==> config.mk <==
export PLATFORM = sky130hd
export DESIGN_NAME = uart_rx
export DESIGN_NICKNAME = d
export VERILOG_FILES = /design/src/rtl/uart_pkg.sv /design/src/rtl/sync_2ff.sv /design/src/rtl/uart_rx.sv
export SDC_FILE = /design/constraint.sdc
export NUM_CORES = 1
export LEC_CHECK = 0
export BUFFER_PORTS_ARGS = -buffer_cell sky130_fd_sc_hd__buf_2
export CAP_MARGIN = 20
export CORE_MARGIN = 2
export CORE_UTILIZATION = 40
export CTS_CLUSTER_SIZE = 20
export DETAILED_ROUTE_END_ITERATION = 16
export MAX_ROUTING_LAYER = met4
export PLACE_DENSITY = 0.54
export SLEW_MARGIN = 20
export SYNTH_ARGS = -nofsm -noshare
export SYNTH_HDL_FRONTEND = slang
export SYNTH_SLANG_ARGS = --single-unit
==> constraint.sdc <==
create_clock -name i_Clock -period 4.37 [get_ports i_Clock]
set_input_delay 0.874 -clock i_Clock [delete_from_list [all_inputs] [get_ports i_Clock]]
set_output_delay 0.874 -clock i_Clock [all_outputs]
set_load 0.02 [all_outputs]
==> src/rtl/uart_pkg.sv <==
// uart_pkg: shared definitions for the debug/console UART pair.
//   CLKS_PER_BIT_DEFAULT : clocks per bit for 25 MHz / 115200 baud (also used by the transmitter)
//   DATA_W               : data bits per frame
//   CNT_W                : width of the bit-period counter
//   rx_state_t           : receiver FSM state encoding
package uart_pkg;

  localparam int CLKS_PER_BIT_DEFAULT = 217;
  localparam int DATA_W               = 8;
  localparam int CNT_W                = 10;

  typedef enum logic [2:0] {
    ST_IDLE       = 3'd0,
    ST_START      = 3'd1,
    ST_DATA       = 3'd2,
    ST_STOP       = 3'd3,
    ST_CLEANUP    = 3'd4,
    ST_BREAK_WAIT = 3'd5
  } rx_state_t;

endpackage

==> src/rtl/sync_2ff.sv <==
// sync_2ff: two-flop synchronizer for a single asynchronous bit.
// Both flops reset to 1 so an idle-high line reads idle during and after reset.
//   i_Clock   : destination clock
//   i_Reset_n : asynchronous active-low reset
//   d         : asynchronous input bit
//   q         : synchronized output bit
module sync_2ff (
  input  logic i_Clock,
  input  logic i_Reset_n,
  input  logic d,
  output logic q
);

  logic meta;

  always_ff @(posedge i_Clock or negedge i_Reset_n) begin
    if (!i_Reset_n) begin
      meta <= 1'b1;
      q    <= 1'b1;
    end else begin
      meta <= d;
      q    <= meta;
    end
  end

endmodule

==> src/rtl/uart_rx.sv <==
// uart_rx: 8N1 UART receiver, LSB first, mid-bit sampling.
//   i_Clock     : system clock
//   i_Reset_n   : asynchronous active-low reset
//   i_RX_Serial : asynchronous serial line, idles high
//   o_RX_DV     : one-cycle strobe, o_RX_Byte holds a good byte
//   o_RX_Byte   : last good byte, held until the next good byte
//   o_RX_Active : high from start-bit detection until return to IDLE
//   o_Frame_Err : one-cycle strobe, stop bit sampled low
//   o_Break     : one-cycle strobe, all-zero frame with stop bit low
//
// state      | meaning
// -----------+---------------------------------------------------------
// IDLE       | waiting for s=0 while armed
// START      | counting to the start-bit midpoint, rejecting glitches
// DATA       | sampling 8 data bits, one per bit period
// STOP       | sampling the stop bit, issuing DV / frame error / break
// CLEANUP    | one cycle before returning to IDLE
// BREAK_WAIT | line held low after a break; wait for it to return high
module uart_rx
  import uart_pkg::*;
#(
  parameter int CLKS_PER_BIT = CLKS_PER_BIT_DEFAULT
) (
  input  logic              i_Clock,
  input  logic              i_Reset_n,
  input  logic              i_RX_Serial,
  output logic              o_RX_DV,
  output logic [DATA_W-1:0] o_RX_Byte,
  output logic              o_RX_Active,
  output logic              o_Frame_Err,
  output logic              o_Break
);

  // START lands on its midpoint H cycles after T0; the counter starts at 0 in
  // the cycle after T0, hence the -1.
  localparam logic [CNT_W-1:0] HALF_TC = CNT_W'((CLKS_PER_BIT - 1) / 2 - 1);
  localparam logic [CNT_W-1:0] BIT_TC  = CNT_W'(CLKS_PER_BIT - 1);

  logic              s;
  rx_state_t         state;
  logic [CNT_W-1:0]  cnt;
  logic [2:0]        bit_idx;
  logic [DATA_W-1:0] shreg;
  logic              armed;
  // The synchronizer flops reset to 1, so s reads high for two cycles after
  // reset regardless of the pin. Arming waits until those reset values have
  // been flushed so a line held low through reset release is never taken as
  // idle.
  logic [1:0]        flush;

  sync_2ff u_sync (
    .i_Clock   (i_Clock),
    .i_Reset_n (i_Reset_n),
    .d         (i_RX_Serial),
    .q         (s)
  );

  always_ff @(posedge i_Clock or negedge i_Reset_n) begin
    if (!i_Reset_n) begin
      state       <= ST_IDLE;
      cnt         <= '0;
      bit_idx     <= '0;
      shreg       <= '0;
      armed       <= 1'b0;
      flush       <= 2'b00;
      o_RX_DV     <= 1'b0;
      o_RX_Byte   <= '0;
      o_RX_Active <= 1'b0;
      o_Frame_Err <= 1'b0;
      o_Break     <= 1'b0;
    end else begin
      o_RX_DV     <= 1'b0;
      o_Frame_Err <= 1'b0;
      o_Break     <= 1'b0;
      flush       <= {flush[0], 1'b1};
      if (flush[1] && s) armed <= 1'b1;

      case (state)
        ST_IDLE: begin
          cnt <= '0;
          if (armed && !s) begin
            state       <= ST_START;
            o_RX_Active <= 1'b1;
          end
        end

        ST_START: begin
          if (cnt == HALF_TC) begin
            cnt <= '0;
            if (!s) begin
              state   <= ST_DATA;
              bit_idx <= '0;
            end else begin
              state       <= ST_IDLE;
              o_RX_Active <= 1'b0;
            end
          end else begin
            cnt <= cnt + 10'd1;
          end
        end

        ST_DATA: begin
          if (cnt == BIT_TC) begin
            cnt            <= '0;
            shreg[bit_idx] <= s;
            if (bit_idx == 3'd7) state <= ST_STOP;
            else                 bit_idx <= bit_idx + 3'd1;
          end else begin
            cnt <= cnt + 10'd1;
          end
        end

        ST_STOP: begin
          if (cnt == BIT_TC) begin
            cnt <= '0;
            if (s) begin
              o_RX_DV   <= 1'b1;
              o_RX_Byte <= shreg;
              state     <= ST_CLEANUP;
            end else if (shreg == '0) begin
              o_Frame_Err <= 1'b1;
              o_Break     <= 1'b1;
              state       <= ST_BREAK_WAIT;
            end else begin
              o_Frame_Err <= 1'b1;
              state       <= ST_CLEANUP;
            end
          end else begin
            cnt <= cnt + 10'd1;
          end
        end

        ST_CLEANUP: begin
          state       <= ST_IDLE;
          o_RX_Active <= 1'b0;
        end

        ST_BREAK_WAIT: begin
          if (s) begin
            state       <= ST_IDLE;
            o_RX_Active <= 1'b0;
          end
        end

        default: begin
          state       <= ST_IDLE;
          o_RX_Active <= 1'b0;
        end
      endcase
    end
  end

endmodule

After elaboration in Yosys (flattened, before gate mapping)
Cells that the tools add are included.

Bits in registers: 41. Output and inout bits: 12. Bits of input ports: 3. Word-level logic and storage cells: 82.

Multiplexer cells: 35. Add/subtract/negate cells: 2. Reduce and logical (&&, ||, !) cells: 14. Magnitude comparators: 2. Equal/unequal tests: 15. Bitwise operators: 1.

Operators by type and width (count): 3-bit 2-to-1 mux (10); 10-bit case mux with 3 select lines (1); 10-bit 2-to-1 mux (2); 1-bit 2-to-1 mux (16); 3-bit case mux with 5 select lines (1); 2-bit inequality test, second input constant (7); 10-bit by 1-bit adder with 10-bit output, second input constant (1); 10-bit by 7-bit == test with 1-bit output, second input constant (1); 10-bit by 8-bit == test with 1-bit output, second input constant (1); 8-bit bitwise mux (1); 8-bit logical NOT (1); 3-bit by 2-bit == test with 1-bit output, second input constant (2); 3-bit == test, second input constant (2); 3-bit case mux with 2 select lines (1); 3-bit AND reduction (2); 6-bit AND reduction (1); 5-bit AND reduction (1); 3-bit by 4-bit < comparator with 1-bit output, second input constant (1); 1-bit case mux with 4 select lines (1); 3-bit by 1-bit adder with 3-bit output, second input constant (1); 1-bit demux with 3-bit select (1); 3-bit by 1-bit == test with 1-bit output, second input constant (1); 3-bit by 1-bit >= comparator with 1-bit output, second input constant (1); 1-bit logical AND (3); other kinds (9) (9).

Depth between registers and ports, before layout
Word-level depth: 5. Gate-level depth with buffers: 7. Depth with buffers taken out: 7.

Cells and area by module
From an unflattened synthesis, not the netlist that was laid out.

Cell total of the unflattened synthesis: 186. Area, all modules: 2030.7 µm².

Modules (own cells, without submodules): uart_rx (sequential area each 975.9 µm², area an instance 1978.1 µm², instances 1, cells an instance 184); sync_2ff (sequential area each 52.6 µm², area an instance 52.6 µm², instances 1, cells an instance 2).

Worst setup path after synthesis
No wires, ideal clock.

Path kind: register to register. Start point: register cnt[2]. End point: register shreg[2]. Path slack: 2.239 ns. Clock period less this slack: 2.131 ns. Stages on the path, launching flop included: 6. Buffers on the path: 0. Data arrival time: 2.007 ns. Required time: 4.245 ns. Setup time: 0.125 ns. Cells stage by stage: dfrtp_1 -> or4b_4 -> nor3_4 -> nand2_2 -> nor4b_1 -> mux2_2.

Cells in the longest elaborated chain, start to end: 2.

Ends and longest elaborated chain: from (decl) (RTL line uart_rx.sv:41) `logic [CNT_W-1:0] cnt;`; from (signal assigned) (RTL line uart_rx.sv:98) `cnt <= cnt + 10'd1;`; from (signal assigned) (RTL line uart_rx.sv:109) `cnt <= cnt + 10'd1;`; from (signal assigned) (RTL line uart_rx.sv:129) `cnt <= cnt + 10'd1;`; 10-bit by 8-bit == test with 1-bit output (RTL line uart_rx.sv:103) `if (cnt == BIT_TC) begin`; 2-bit AND reduction (no source line); to (signal, indexed assignment) (RTL line uart_rx.sv:105) `shreg[bit_idx] <= s;`; to (decl) (RTL line uart_rx.sv:43) `logic [DATA_W-1:0] shreg;`.

No other way between the ends. A chain may end at the register's enable or synchronous reset.

Worst setup path after layout
Start point: register cnt[2]. End point: register shreg[4].

The elaborated chain is that of the path after synthesis.

==> run metrics <==
Fin Hold WS 0.352 ns; Max rail drop VDD 0.000167 V; Area growth syn-to-layout 10.6%; CTS Hold Bufs 0; 1st-iter DRT viols 81; CP required 4.56 ns; Fin Setup TNS 0 ns; Setup violations, final 0; outcome finished, final reports clean; vias 1320; flops & latches, synth 41; Max Freq 439 MHz; Pwr Density 417 nW/um2; Placed Area 2080 um2; Max H-tree Level 2; Die Ht 74.1 um; cell taking the most area after synthesis dfrtp_1; commonest non-fill, non-tap cells in the layout dfrtp_1, mux2_2, nor2_1, nand2_1, buf_2; dpl hpwl 2560 um; EDFF count, synth 0; cell row count 25; Syn. warnings 0; first drt pass iteration count 4; ranking of synthesized cells by area dfrtp_1, mux2_2, dfstp_2, nand2_1, nor2_1; Max Slew Vio Count 0; crit-path max FO 6; leakage 1.04 nW; PortBufs 14; Die Width 74.1 um; CTS tree built; IO Pins 15; Max-Cap Viols 0; Avg Cell Area, Syn 11.2 um2; post-route ant nets 0; Final Hold Fails 0; Total Routed Length 3650 um; Hold Crit Class reg -> reg; Routability Congestion 0.773; antenna violations before repair 0; via/cell ratio 5.20; Synth Cell Area 1960 um2; Post-Syn Instances 175; drt drc 0; wire length of the first global-routing pass 6120 um; Critical Path Sink Type register; CP arrival 2.46 ns; asr flop ratio synth 100%; CORE AREA 4720 um2; startpoint types register; register area share after synthesis 52.4%; WS Path Type reg -> reg; skew final 0.00951 ns; clock transition at the registers of the reported paths 0.08 ns; post-CTS sizing 0; CTS Sinks 41; wire per inst 14.4 um; fraction of layout cells with a size suffix above 1 24.6%; min Tclk post-route 2.28 ns; Final nets 193; commonest non-fill, non-tap cell in the layout dfrtp_1; vias in the first global route 1234; gr ovfl total 0; CTS buffer count 5; worst slew pin tran 0.866 ns; Clk Latency, worst-skew pair 0.29 ns; number of diodes 0; Initial Util 41.6%; CTS max path bufs 2; Synthesized Nets 182; finished layout cell area 2170 um2; die area 5480 um2; root buf cell clkbuf_8; RSZ-0062 raised after global routing no; largest net degree at the start of global routing 42; most common flop cell mapped by yosys dfrtp_1; final period utilization 52.1%; Tot GR Track Use 15.3%; postcts setup bufs 0; top-area cell type share of the netlist area 49.7%; Yosys cell types 46; slew margin rel. 42.2%
critical path: stages (launching register included):
cell and delay [ns]:
dfrtp_1 0.43, or4b_4 0.60, nor3_4 0.31, nand2_2 0.14
nor4b_1 0.32, mux2_2 0.38
synthesized netlist by cell type (2+ instances only):
master,count
nand3_1,8
and4_1,2
clkbuf_1,7
dfrtp_1,39
nor3_1,5
mux2_1,2
mux2_2,16
mux2i_1,2
nor2_1,14
xnor2_1,2
ha_1,4
nor2b_1,4
dfstp_2,2
nand4_1,2
xor2_1,3
buf_2,2
nand4b_1,3
inv_1,2
nand2b_1,3
or4_1,2
o21ai_0,6
nor3b_1,2
nor4b_1,2
a22o_1,2
a21oi_1,3
nor3_4,2
nor4_1,2
nand2_1,14
through the flow:
stage	std cells	worst slack [ns]	total power, mW	utilization, %
floorplan	175	2.24	0.606	-
global placement	246	2.16	0.645	43.9
detailed placement	246	2.10	0.653	43.9
finish	254	2.09	0.906	46.0
CTS	254	2.09	0.916	46.0
global route	254	1.96	0.963	46.0
layout make-up:
cell class,count,area (um2)
Tap cell,67,83.8
Clock buffer,6,82.6
Sequential cell,41,1030
Clock inverter,2,13.8
Fill cell,436,2550
Inverter,2,7.51
Timing Repair Buffer,14,70.1
Multi-Input combinational cell,122,886
final timing paths:
| path | end | cells past startpoint | slack [ns] | startpoint |
|---|---|---|---|---|
| min in group asynchronous | state[2] | 1 | 0.69 | i_Reset_n |
| max in group asynchronous | flush[1] | 1 | 3.13 | i_Reset_n |
| min reg2reg | u_sync.q | 0 | 0.35 | u_sync.meta |
| min | u_sync.q | 0 | 0.35 | u_sync.meta |
| max | shreg[4] | 5 | 2.09 | cnt[2] |
| max reg2reg | shreg[4] | 5 | 2.09 | cnt[2] |
report_power, final:
| part | switching [mW] | total, mW | internal (mW) |
|---|---|---|---|
| registers | 0.0729 | 0.493 | 0.420 |
| clock network | 0.131 | 0.259 | 0.128 |
| logic | 0.0808 | 0.154 | 0.0730 |
| total | 0.285 | 0.906 | 0.621 |
routing by layer:
metal	GRT usage, %	vias to the layer above	part of all wire, %
li1	-	650	-
met1	21.4	641	49
met2	21.4	24	46
met3	4.47	5	3.2
met4	4.85	0	1.4
met5	-	-	0
kinds of logic after synthesis:
family | share of synthesized area, %
AOI/OAI and AO/OA | 6.06
xor gates and xnor gates | 2.23
adders and majority gates | 2.55
buffers and inverters | 2.49
DFF | 52.4
muxes | 11.3
other | 0.191
and+or+nand+nor | 22.8
registers in the layout (all words and copies together), names as in the netlist:
register and flops:
bit_idx 3, o_RX_Byte 8, flush 2, u_sync.meta 1
u_sync.q 1, armed 1, cnt 10, o_Frame_Err 1
o_RX_DV 1, shreg 8, o_Break 1, state 3
o_RX_Active 1
(Power assumes the default switching activity.)
